## src/rtl/e203_exu_oitf_pkg.sv

```systemverilog
// Shared widths and the per-entry payload type for the outstanding
// instruction track FIFO (OITF) and its entry cells.
package e203_exu_oitf_pkg;

    localparam int E203_OITF_DEPTH  = 2;
    localparam int E203_ITAG_WIDTH  = 1;
    localparam int E203_RFIDX_WIDTH = 5;
    localparam int E203_PC_SIZE     = 32;

    typedef struct packed {
        logic                        rdwen;
        logic [E203_RFIDX_WIDTH-1:0] rdidx;
        logic [E203_PC_SIZE-1:0]     pc;
    } oitf_ent_t;

    // Smallest pointer width that can address every entry.
    function automatic int oitf_ptr_w(input int depth);
        int w;
        w = 1;
        while ((1 << w) < depth) w++;
        return w;
    endfunction

endpackage

```

## src/rtl/e203_exu_oitf_entry.sv

```systemverilog
// One OITF slot: valid bit, captured payload and the hazard comparators.
// Match outputs are raw; the source/rd enables are applied in the top.
module e203_exu_oitf_entry
    import e203_exu_oitf_pkg::*;
(
    input  logic                        clk,
    input  logic                        rst_n,
    input  logic                        alc,
    input  logic                        ret,
    input  oitf_ent_t                   ent_in,
    input  logic [E203_RFIDX_WIDTH-1:0] rs1idx,
    input  logic [E203_RFIDX_WIDTH-1:0] rs2idx,
    input  logic [E203_RFIDX_WIDTH-1:0] rs3idx,
    input  logic [E203_RFIDX_WIDTH-1:0] rdidx,
    output oitf_ent_t                   ent,
    output logic                        match_rs1,
    output logic                        match_rs2,
    output logic                        match_rs3,
    output logic                        match_rd
);

    logic vld;
    logic live;

    always_ff @(posedge clk or negedge rst_n) begin
        if (!rst_n) begin
            vld <= 1'b0;
        end else if (alc) begin
            vld <= 1'b1;
        end else if (ret) begin
            vld <= 1'b0;
        end
    end

    always_ff @(posedge clk or negedge rst_n) begin
        if (!rst_n) begin
            ent <= '0;
        end else if (alc) begin
            ent <= ent_in;
        end
    end

    // Registered state only: a retiring entry still matches this cycle,
    // an allocating one does not match until it is written.
    assign live      = vld & ent.rdwen;
    assign match_rs1 = live & (ent.rdidx == rs1idx);
    assign match_rs2 = live & (ent.rdidx == rs2idx);
    assign match_rs3 = live & (ent.rdidx == rs3idx);
    assign match_rd  = live & (ent.rdidx == rdidx);

endmodule

```

## src/rtl/e203_exu_oitf.sv

```systemverilog
// Outstanding instruction track FIFO for the long pipes: circular buffer
// with wrap-flag full/empty detection, zero-latency head read, hazard flags.
module e203_exu_oitf
    import e203_exu_oitf_pkg::*;
#(
    parameter int E203_OITF_DEPTH = e203_exu_oitf_pkg::E203_OITF_DEPTH,
    parameter int E203_ITAG_WIDTH = e203_exu_oitf_pkg::E203_ITAG_WIDTH
) (
    input  logic                        clk,
    input  logic                        rst_n,

    input  logic                        dis_ena,
    output logic                        dis_ready,
    output logic [E203_ITAG_WIDTH-1:0]  dis_ptr,

    input  logic                        disp_i_rdwen,
    input  logic [E203_RFIDX_WIDTH-1:0] disp_i_rdidx,
    input  logic [E203_PC_SIZE-1:0]     disp_i_pc,
    input  logic                        disp_i_rs1en,
    input  logic                        disp_i_rs2en,
    input  logic                        disp_i_rs3en,
    input  logic [E203_RFIDX_WIDTH-1:0] disp_i_rs1idx,
    input  logic [E203_RFIDX_WIDTH-1:0] disp_i_rs2idx,
    input  logic [E203_RFIDX_WIDTH-1:0] disp_i_rs3idx,

    output logic                        oitfrd_match_disprs1,
    output logic                        oitfrd_match_disprs2,
    output logic                        oitfrd_match_disprs3,
    output logic                        oitfrd_match_disprd,

    input  logic                        ret_ena,
    output logic [E203_ITAG_WIDTH-1:0]  ret_ptr,
    output logic [E203_RFIDX_WIDTH-1:0] ret_rdidx,
    output logic                        ret_rdwen,
    output logic [E203_PC_SIZE-1:0]     ret_pc,

    output logic                        oitf_empty
);

    localparam int DEPTH = E203_OITF_DEPTH;
    localparam int W     = E203_ITAG_WIDTH;
    localparam logic [W-1:0] LAST = W'(DEPTH - 1);

    logic [W-1:0] alc_ptr_r;
    logic [W-1:0] ret_ptr_r;
    logic         alc_flg_r;
    logic         ret_flg_r;
    logic         full;
    logic         alc_ok;
    logic         ret_ok;

    oitf_ent_t            ent_in;
    oitf_ent_t [DEPTH-1:0] ent;
    logic [DEPTH-1:0]     m_rs1;
    logic [DEPTH-1:0]     m_rs2;
    logic [DEPTH-1:0]     m_rs3;
    logic [DEPTH-1:0]     m_rd;

    assign full       = (alc_ptr_r == ret_ptr_r) & (alc_flg_r != ret_flg_r);
    assign oitf_empty = (alc_ptr_r == ret_ptr_r) & (alc_flg_r == ret_flg_r);
    // Readiness looks at registered occupancy only, so a slot freed by a
    // same-cycle retire becomes allocatable one cycle later.
    assign dis_ready  = ~full;
    assign alc_ok     = dis_ena & ~full;
    assign ret_ok     = ret_ena & ~oitf_empty;
    assign dis_ptr    = alc_ptr_r;
    assign ret_ptr    = ret_ptr_r;

    always_ff @(posedge clk or negedge rst_n) begin
        if (!rst_n) begin
            alc_ptr_r <= '0;
            alc_flg_r <= 1'b0;
        end else if (alc_ok) begin
            if (alc_ptr_r == LAST) begin
                alc_ptr_r <= '0;
                alc_flg_r <= ~alc_flg_r;
            end else begin
                alc_ptr_r <= alc_ptr_r + 1'b1;
            end
        end
    end

    always_ff @(posedge clk or negedge rst_n) begin
        if (!rst_n) begin
            ret_ptr_r <= '0;
            ret_flg_r <= 1'b0;
        end else if (ret_ok) begin
            if (ret_ptr_r == LAST) begin
                ret_ptr_r <= '0;
                ret_flg_r <= ~ret_flg_r;
            end else begin
                ret_ptr_r <= ret_ptr_r + 1'b1;
            end
        end
    end

    assign ent_in.rdwen = disp_i_rdwen;
    assign ent_in.rdidx = disp_i_rdidx;
    assign ent_in.pc    = disp_i_pc;

    for (genvar i = 0; i < DEPTH; i++) begin : g_ent
        e203_exu_oitf_entry u_ent (
            .clk       (clk),
            .rst_n     (rst_n),
            .alc       (alc_ok & (alc_ptr_r == W'(i))),
            .ret       (ret_ok & (ret_ptr_r == W'(i))),
            .ent_in    (ent_in),
            .rs1idx    (disp_i_rs1idx),
            .rs2idx    (disp_i_rs2idx),
            .rs3idx    (disp_i_rs3idx),
            .rdidx     (disp_i_rdidx),
            .ent       (ent[i]),
            .match_rs1 (m_rs1[i]),
            .match_rs2 (m_rs2[i]),
            .match_rs3 (m_rs3[i]),
            .match_rd  (m_rd[i])
        );
    end

    assign oitfrd_match_disprs1 = disp_i_rs1en & (|m_rs1);
    assign oitfrd_match_disprs2 = disp_i_rs2en & (|m_rs2);
    assign oitfrd_match_disprs3 = disp_i_rs3en & (|m_rs3);
    assign oitfrd_match_disprd  = disp_i_rdwen & (|m_rd);

    assign ret_rdidx = ent[ret_ptr_r].rdidx;
    assign ret_rdwen = ent[ret_ptr_r].rdwen;
    assign ret_pc    = ent[ret_ptr_r].pc;

    // The writeback arbiter must never retire from an empty FIFO.
    ret_on_empty: assert property (@(posedge clk) disable iff (!rst_n)
        !(ret_ena && oitf_empty));

endmodule

```

## config.mk

```make
export PLATFORM = sky130hd
export DESIGN_NAME = e203_exu_oitf
export DESIGN_NICKNAME = d
export VERILOG_FILES = /design/src/rtl/e203_exu_oitf_pkg.sv /design/src/rtl/e203_exu_oitf_entry.sv /design/src/rtl/e203_exu_oitf.sv
export SDC_FILE = /design/constraint.sdc
export NUM_CORES = 1
export LEC_CHECK = 0
export BUFFER_PORTS_ARGS = -buffer_cell sky130_fd_sc_hd__buf_2
export CORE_MARGIN = 2
export CORE_UTILIZATION = 45
export DETAILED_ROUTE_END_ITERATION = 6
export PLACE_DENSITY = 0.8
export SKIP_CTS_REPAIR_TIMING = 1
export SLEW_MARGIN = 20
export SYNTH_ARGS = -nofsm -noshare
export SYNTH_HDL_FRONTEND = slang
export SYNTH_SLANG_ARGS = --single-unit
export TNS_END_PERCENT = 50
```

## constraint.sdc

```tcl
create_clock -name clk -period 4.86 [get_ports clk]
set_input_delay 0 -clock clk [delete_from_list [all_inputs] [get_ports clk]]
set_output_delay 0 -clock clk [all_outputs]
set_load 0.02 [all_outputs]
```

# Yosys cells after proc, flatten, opt, wreduce, memory -nomap -nowiden
# Cells that the tools add are included.
dict set report op_classes {
  addsub 2
  magnitude_cmp 1
  eq_ne 11
  n_mux 8
  bitwise 28
  n_reduce_logical 8
}
# operator n
set ops {}
lappend ops {{two-way mux 38 bit} 2}
lappend ops {{equality test 5 bit} 8}
lappend ops {{bitwise AND 1 bit} 22}
lappend ops {{OR reduction 2 bit} 4}
lappend ops {{two-way mux 1 bit} 6}
lappend ops {{inverter 1 bit} 6}
lappend ops {{AND reduction 2 bit} 2}
lappend ops {{nonzero test 2 bit} 2}
lappend ops {{adder 1 bit, second input constant} 2}
lappend ops {{equality test 1 bit} 2}
lappend ops {{< comparator 1 x 2 -> 1 bit, second input constant} 1}
lappend ops {{!= test 1 bit} 1}
dict set report totals {
  reg_bits 82
  inputBits 60
  output_inout_bits 46
  word_cells 70
}

# Logic depth before layout (Yosys ltp)
# Gate-level depths: netlist of the first run.
dict set report depth {
  depth_word 7
  ltp_mapped 4
  depth_no_buf 3
}

# Hierarchy
# A second synthesis of the first run with hierarchy kept.
dict set report hier_totals {
  cells_unflattened 311
  hier_area_um2 4255.3
}
# mod instances cells_each area_per_inst_um2 seq_area_each_um2
set by_module_without_submodules {}
lappend by_module_without_submodules {e203_exu_oitf_entry 2 117 1735.4 975.9}
lappend by_module_without_submodules {e203_exu_oitf 1 77 784.5 100.1}

# Worst setup path after synthesis of the first run
# Ideal clock, no wire load.
dict set report synth_path {
  path_kind {flip-flop to flip-flop}
  from {reg ret_flg_r}
  to {reg, netlist name g_ent[1].u_ent.ent[0]}
  setup_ps 125
  arrival_time_ps 1403
  required_time_ps 4735
  slack_ps 3332
  path_stages_with_launch 5
  path_cell_list {dfrtp_1 xor2_2 a21oi_2 buf_6 mux2_4}
}
dict set report synth_via {
  elab_chain_cells 5
}
# element line
set synth_rtl {}
lappend synth_rtl {{from (decl)} e203_exu_oitf.sv:47} ;# logic ret_flg_r;
lappend synth_rtl {{from (signal assigned)} e203_exu_oitf.sv:90} ;# ret_flg_r <= ~ret_flg_r;
lappend synth_rtl {{!= test 1 bit} e203_exu_oitf.sv:59} ;# assign full = (alc_ptr_r == ret_ptr_r) & (alc_flg_r != ret_flg_r);
lappend synth_rtl {{bitwise AND 1 bit} e203_exu_oitf.sv:59}
lappend synth_rtl {{inverter 1 bit} e203_exu_oitf.sv:64} ;# assign alc_ok = dis_ena & ~full;
lappend synth_rtl {{bitwise AND 1 bit} e203_exu_oitf.sv:64}
lappend synth_rtl {{bitwise AND 1 bit} e203_exu_oitf.sv:105} ;# .alc (alc_ok & (alc_ptr_r == W'(i))),
# Every way passes these cells.
# A chain may end at the register's enable or synchronous reset.

# Final worst setup path of the first run
dict set report layout_path {
  from {reg ret_ptr_r (netlist: ret_ptr)}
  to {reg, netlist name g_ent[1].u_ent.ent[21]}
}
dict set report layout_via {
  elab_chain_cells 5
}
# element line
set layout_rtl {}
lappend layout_rtl {{from (decl)} e203_exu_oitf.sv:45} ;# logic [W-1:0] ret_ptr_r;
lappend layout_rtl {{from (signal assigned)} e203_exu_oitf.sv:92} ;# ret_ptr_r <= ret_ptr_r + 1'b1;
lappend layout_rtl {{equality test 1 bit} e203_exu_oitf.sv:59}
lappend layout_rtl {{bitwise AND 1 bit} e203_exu_oitf.sv:59}
lappend layout_rtl {{inverter 1 bit} e203_exu_oitf.sv:64}
lappend layout_rtl {{bitwise AND 1 bit} e203_exu_oitf.sv:64}
lappend layout_rtl {{bitwise AND 1 bit} e203_exu_oitf.sv:105}
# Every way passes these cells.

==> results.md, run 1 <==
* Final GP Congestion at 0.850
* Detail Route Antenna Nets at 0
* Leakage component of the power at 0.00243 uW
* Post-route worst hold slack at 0.102 ns
* Async S/R FF share, synth at 1.00
* Worst path setup slack after routing at 2.40 ns
* Cell type with the highest aggregate area in the netlist: sky130_fd_sc_hd__dfrtp_1
* Result of the run: completed
* Element type at the critical path end: flip-flop
* Global-route wire length before repair at 14.0 mm
* Tightest Pin Transition at 0.736 ns
* Overall overflow remaining after global route at 0
* Post-Place Worst Slack at 2.22 ns
* Flops & latches, synth at 82
* Critical Path Source Type: flip-flop
* Post-layout instance area at 5450 um^2
* Top_reg_cell synth: sky130_fd_sc_hd__dfrtp_1
* Vias in the first global route at 2872
* CTS Buffer Depth at 2
* Sum of routed wire length over all layers at 9.11 mm
* Htree depth at 3
* RSZ-0062 raised after global routing: no
* Antenna cells at 0
* Top post-synthesis cells by area: sky130_fd_sc_hd__dfrtp_1 (48%), sky130_fd_sc_hd__mux2_2 (19%), sky130_fd_sc_hd__mux2_4 (13%), sky130_fd_sc_hd__xnor2_1 (9.1%), sky130_fd_sc_hd__nand4_1 (2.4%)
* Placed Instance Area at 4810 um^2
* Area Growth Syn to Fin at 28.3%
* Tmin final at 2.46 ns
* Most numerous cell in the Yosys netlist: sky130_fd_sc_hd__dfrtp_1
* Crit path DAT at 2.68 ns
* Latest clock arrival within the worst-skew pair at 0.34 ns
* Drt pass-1 iters at 4
* Clock-pin transition on the worst setup and hold timing paths at 0.08 ns
* Ratio of routed vias to standard cells at 5.14
* Crit Path Max Fanout at 46
* Final sum of negative setup slack at 0 ns
* Final Slew Violations at 0
* Global-route usage over all layers at 0.175
* Share of post-route cells with drive strength above 1 at 0.535
* Tcrit/Tclk final at 0.506
* Worst Setup Path Type: reg2reg
* Clock tree from TritonCTS: yes
* Layout Nets at 496
* Peak ir drop on the vdd network at 374 uV
* Chip Width at 101 um
* Required time at the endpoint of the critical path at 5.09 ns
* Slowest Stage Delay on Critical Path at 0.74 ns
* Peak clock frequency supported by timing at 407 MHz
* Kind of path behind the tightest hold check: in2reg
* Detailed Route Iter0 Violations at 99
* Portion of the post-synthesis area used by sequential elements at 0.483
* Count of warnings emitted by yosys at 0
* Number of I/O pins at 106
* Critical path's slowest cell: sky130_fd_sc_hd__dfrtp_4
* Via count at 2835
* Syn avg cell area at 14.1 um^2
* Slew headroom at 0.508
* Final count of hold timing violations at 0
* DIE HEIGHT at 101 um
* Post-synth top area share at 0.483
* Effective utilization at floorplan at 0.462
* Commonest cells in the netlist: sky130_fd_sc_hd__dfrtp_1 (82), sky130_fd_sc_hd__mux2_2 (73), sky130_fd_sc_hd__xnor2_1 (44)
* Cell area after synthesis at 4250 um^2
* Sinks on the clock net at 82
* Area inside the core boundary at 9200 um^2
* Antenna violations before repair at 0
* Beginning of the worst register-to-register path: ret_ptr
* Count of buffers inserted at the top-level ports at 105
* Routed wirelength normalized by instance count at 16.5 um
* HP Start: dis_ena
* Detailed placer's ending HPWL at 5.91 mm
* Max-capacitance violation count at 0
* Detailed-route DRC error count at 0
* Placement row count at 35
* Post-Syn Instances at 301
* Netlist cell types at 23
* Cell-by-cell trace of the critical path: a21oi_4, buf_4, mux2_4
* Power per standard cell area at 733 nW/um^2
* Number of CTS-inserted buffers at 9
* Largest net degree at the start of global routing at 83
* Setup violation total in the final timing report at 0
* Syn nets at 361
* Die footprint at 10200 um^2
* Start point of the critical path: ret_ptr
* Number of synthesized flops with an enable pin at 0
* Clock tree root driver cell: sky130_fd_sc_hd__clkbuf_8
* Setup Skew at 0.00712 ns
==> layout make-up <==
class                           count  area (um^2)
Inverter                            3         11.3
Timing Repair Buffer              147          947
Fill cell                         738         3740
Tap cell                          111          139
Multi-Input combinational cell    193         2060
Clock buffer                       11          131
Sequential cell                    82         2060
Clock inverter                      5          103
==> critical path: cells and delay by family, from the launching register on <==
family	cells	cell delay [ns]
muxes	1	0.34
AOI/OAI and AO/OA	1	0.70
buffers and inverters	1	0.54
DFF	1	0.74
==> registers in the layout, summed over array words and instances, names as in the netlist <==
| signal | count |
|---|---|
| alc_flg_r | 1 |
| ret_flg_r | 1 |
| dis_ptr | 1 |
| g_ent.u_ent.vld | 2 |
| ret_ptr | 1 |
| g_ent.u_ent.ent | 76 |
==> report_power, final <==
group	switching, uW	internal, uW
sequential	380	1040
combinational	900	1100
clock	239	341
==> cell families after synthesis <==
logic type      after synthesis  synth area share
compound gates               13            0.0215
xor+xnor                     47            0.0986
buf+inv                      26            0.0350
flops                        82             0.483
mux                         114             0.336
simple gates                 19            0.0262
==> metal layers <==
layer / up-vias / track usage / share of wire
li1: 1330 / - / -
met1: 1397 / 0.231 / 0.43
met2: 96 / 0.289 / 0.51
met3: 12 / 0.0345 / 0.046
met4: 0 / 0.0634 / 0.014
met5: - / 0 / 0
==> worst paths after layout <==
kind | to | slack [ns] | cells after the start
min in group asynchronous | g_ent[0].u_ent.ent[14] | 0.25 | 2
hold reg to reg | g_ent[0].u_ent.ent[27] | 0.50 | 1
max in group asynchronous | ret_ptr | 4.04 | 2
setup / recovery | g_ent[1].u_ent.ent[21] | 2.40 | 3
setup reg to reg | g_ent[1].u_ent.ent[21] | 2.40 | 3
hold / removal | dis_ptr | 0.10 | 3
==> through the flow <==
step                power (uW)  cells  utilization
finish                    3990    552        0.593
global route              4240    552        0.593
CTS                       4010    512        0.549
detailed placement        3410    496        0.523
global placement          3340    496        0.523
floorplan                 2910    301            -
==> placed cells by master (no fill, tap or decap), drive strengths merged <==
| cell type | instances |
|---|---|
| buf | 107 |
| a211oi | 1 |
| clkbuf | 11 |
| clkinvlp | 1 |
| mux2 | 114 |
| inv | 3 |
| nand4 | 16 |
| xnor2 | 44 |
| bufinv | 3 |
| clkinv | 1 |
| xor2 | 3 |
| o211ai | 2 |
| o22ai | 4 |
| nand2 | 2 |
| a21o | 1 |
| a21oi | 1 |
| nor2 | 1 |
| dfrtp | 82 |
| dlygate4sd3 | 40 |
| o21ai | 3 |
| a21boi | 1 |
(Power assumes the default switching activity.)
==> inputs of run 2 (changes only) <==
Clock period 4.86 ns to 2.4 ns, I/O delays scaled along.
==> run 2 against run 1 <==
Core utilization rose by 0.12 points. Combinational power up 110%. Critical path depth stayed put. Sequential power is 95% higher. Power is 100% higher. Register-to-register slack worse by 1.7 ns. Routed wire length decreased by 0.83%. Clock power rose by 86%. Via count up 0.18%. Clock skew rose by 0.0052 ns. Count of clock-buffer cells in the layout decreased by 2.
==> results.md, run 2 (synthesized netlist as in run 1, its figures left out) <==
* Htree depth at 3
* Effective utilization at floorplan at 0.462
* Result of the run: completed
* Critical path's slowest cell: sky130_fd_sc_hd__dfrtp_2
* Slew headroom at 0.501
* Peak ir drop on the vdd network at 837 uV
* Placed Instance Area at 4840 um^2
* Routed wirelength normalized by instance count at 16.2 um
* Required time at the endpoint of the critical path at 2.40 ns
* Largest net degree at the start of global routing at 83
* Drt pass-1 iters at 4
* Final count of hold timing violations at 0
* Number of CTS-inserted buffers at 9
* Layout Nets at 500
* Latest clock arrival within the worst-skew pair at 0.35 ns
* Post-Layout Cell Count at 556
* Detailed placer's ending HPWL at 6.08 mm
* Placement row count at 35
* Element type at the critical path end: output pin
* Overall overflow remaining after global route at 0
* Final sum of negative setup slack at 0 ns
* Antenna violations before repair at 0
* Setup slack of the worst register-to-register path at 0.66 ns
* Final Slew Violations at 0
* Clock tree from TritonCTS: yes
* Global-route usage over all layers at 0.171
* Area inside the core boundary at 9200 um^2
* Critical Path Source Type: flip-flop
* DIE HEIGHT at 101 um
* Tightest Pin Transition at 0.748 ns
* Share of post-route cells with drive strength above 1 at 0.544
* Max-capacitance violation count at 0
* Beginning of the worst register-to-register path: ret_flg_r
* Crit Path Max Fanout at 17
* Cells on worst reg2reg path at 4
* Setup violation total in the final timing report at 0
* Power per standard cell area at 1470 nW/um^2
* Leakage component of the power at 0.00244 uW
* HP Start: dis_ena
* Endpoint of the worst hold-timing path: dis_ptr
* Final Total Pwr at 8050 uW
* Cell-by-cell trace of the critical path: buf_4, mux2_2, buf_2
* Ratio of routed vias to standard cells at 5.11
* Detailed-route DRC error count at 0
* Worst Setup Path Type: reg2out
* Worst path setup slack after routing at 0.514 ns
* Post-layout instance area at 5460 um^2
* Sinks on the clock net at 82
* Chip Width at 101 um
* Detailed Route Iter0 Violations at 92
* Antenna cells at 0
* Kind of cell with the highest combined delay on the critical path: flip-flops
* Detail Route Antenna Nets at 0
* Clock-pin transition on the worst setup and hold timing paths at 0.09 ns
* Leading cell types in the layout, fill and taps excluded: sky130_fd_sc_hd__buf_2 (104), sky130_fd_sc_hd__dfrtp_1 (81), sky130_fd_sc_hd__mux2_2 (73)
* Vias in the first global route at 2849
* RSZ-0062 raised after global routing: no
* Sum of routed wire length over all layers at 9.03 mm
* Die footprint at 10200 um^2
* Hold Path Stages at 3
* Register with the highest flop count: g_ent.u_ent.ent
* Area Growth Syn to Fin at 28.6%
* Final GP Congestion at 0.827
* Setup Skew at 0.0123 ns
* Critical R2R Capture: g_ent[1].u_ent.ent[13]
* Max reg flops at 76
* Tcrit/Tclk final at 0.786
* Total buffers and inverters traversed by the critical path at 2
* Clock tree root driver cell: sky130_fd_sc_hd__clkbuf_8
* CTS Buffer Depth at 2
* Count of buffers inserted at the top-level ports at 105
* Peak clock frequency supported by timing at 530 MHz
* Tmin final at 1.89 ns
* Slowest Stage Delay on Critical Path at 0.63 ns
* Global-route wire length before repair at 13.5 mm
* Crit path DAT at 1.89 ns
* Number of I/O pins at 106
* Registers with the most flip-flops: g_ent.u_ent.ent (76), g_ent.u_ent.vld (2)
* Kind of path behind the tightest hold check: in2reg
* Via count at 2840
* Post-Place Worst Slack at 0.667 ns
* Cell count after placement at 500
* Leading cell type in the layout, fill and taps excluded: sky130_fd_sc_hd__buf_2
## run 2: worst max path at each step
stage | start | to | slack (ns) | cells after the start
after floorplan | ret_flg_r | g_ent[1].u_ent.ent[0] | 0.87 | 4
after global placement | ret_flg_r | g_ent[1].u_ent.ent[13] | 0.71 | 4
after detailed placement | ret_flg_r | g_ent[1].u_ent.ent[13] | 0.67 | 4
after CTS | ret_ptr | ret_pc[21] | 0.48 | 3
after global routing | ret_ptr | ret_pc[21] | 0.41 | 3
final | ret_ptr | ret_pc[21] | 0.51 | 3
## run 2: final cells by class
| class | count | area (um^2) |
|---|---|---|
| clock buffers | 9 | 124 |
| clock inverters | 7 | 93.8 |
| fillers | 752 | 3730 |
| inverters | 3 | 11.3 |
| multi-input cells | 193 | 2060 |
| flip-flops and latches | 82 | 2050 |
| well taps | 111 | 139 |
| repair buffers | 151 | 977 |
## run 2: worst reg2reg max path: stages, from the launching register on
cell,delay (ns)
sky130_fd_sc_hd__dfrtp_1,0.44
sky130_fd_sc_hd__xor2_2,0.24
sky130_fd_sc_hd__a21oi_4,0.17
sky130_fd_sc_hd__buf_4,0.41
sky130_fd_sc_hd__mux2_4,0.36
## run 2: power breakdown
| group | internal (uW) | switching [uW] |
|---|---|---|
| clock network | 583 | 499 |
| registers | 2100 | 663 |
| logic | 2250 | 1950 |
| total | 4940 | 3110 |
## run 2: metrics by stage
stage                     hold slack (ns)  utilization
final                              0.0591        0.594
after CTS                          -0.148        0.550
after floorplan                    -0.296            -
after detailed placement            0.238        0.526
after global routing                0.102        0.594
after global placement              0.230        0.526
## run 2: layer usage
layer	wire [um]	vias up	GRT usage
met5	0	-	0
met4	150	0	0.0686
met3	383	13	0.0428
met2	4530	75	0.294
met1	3970	1409	0.206
li1	-	1343	-
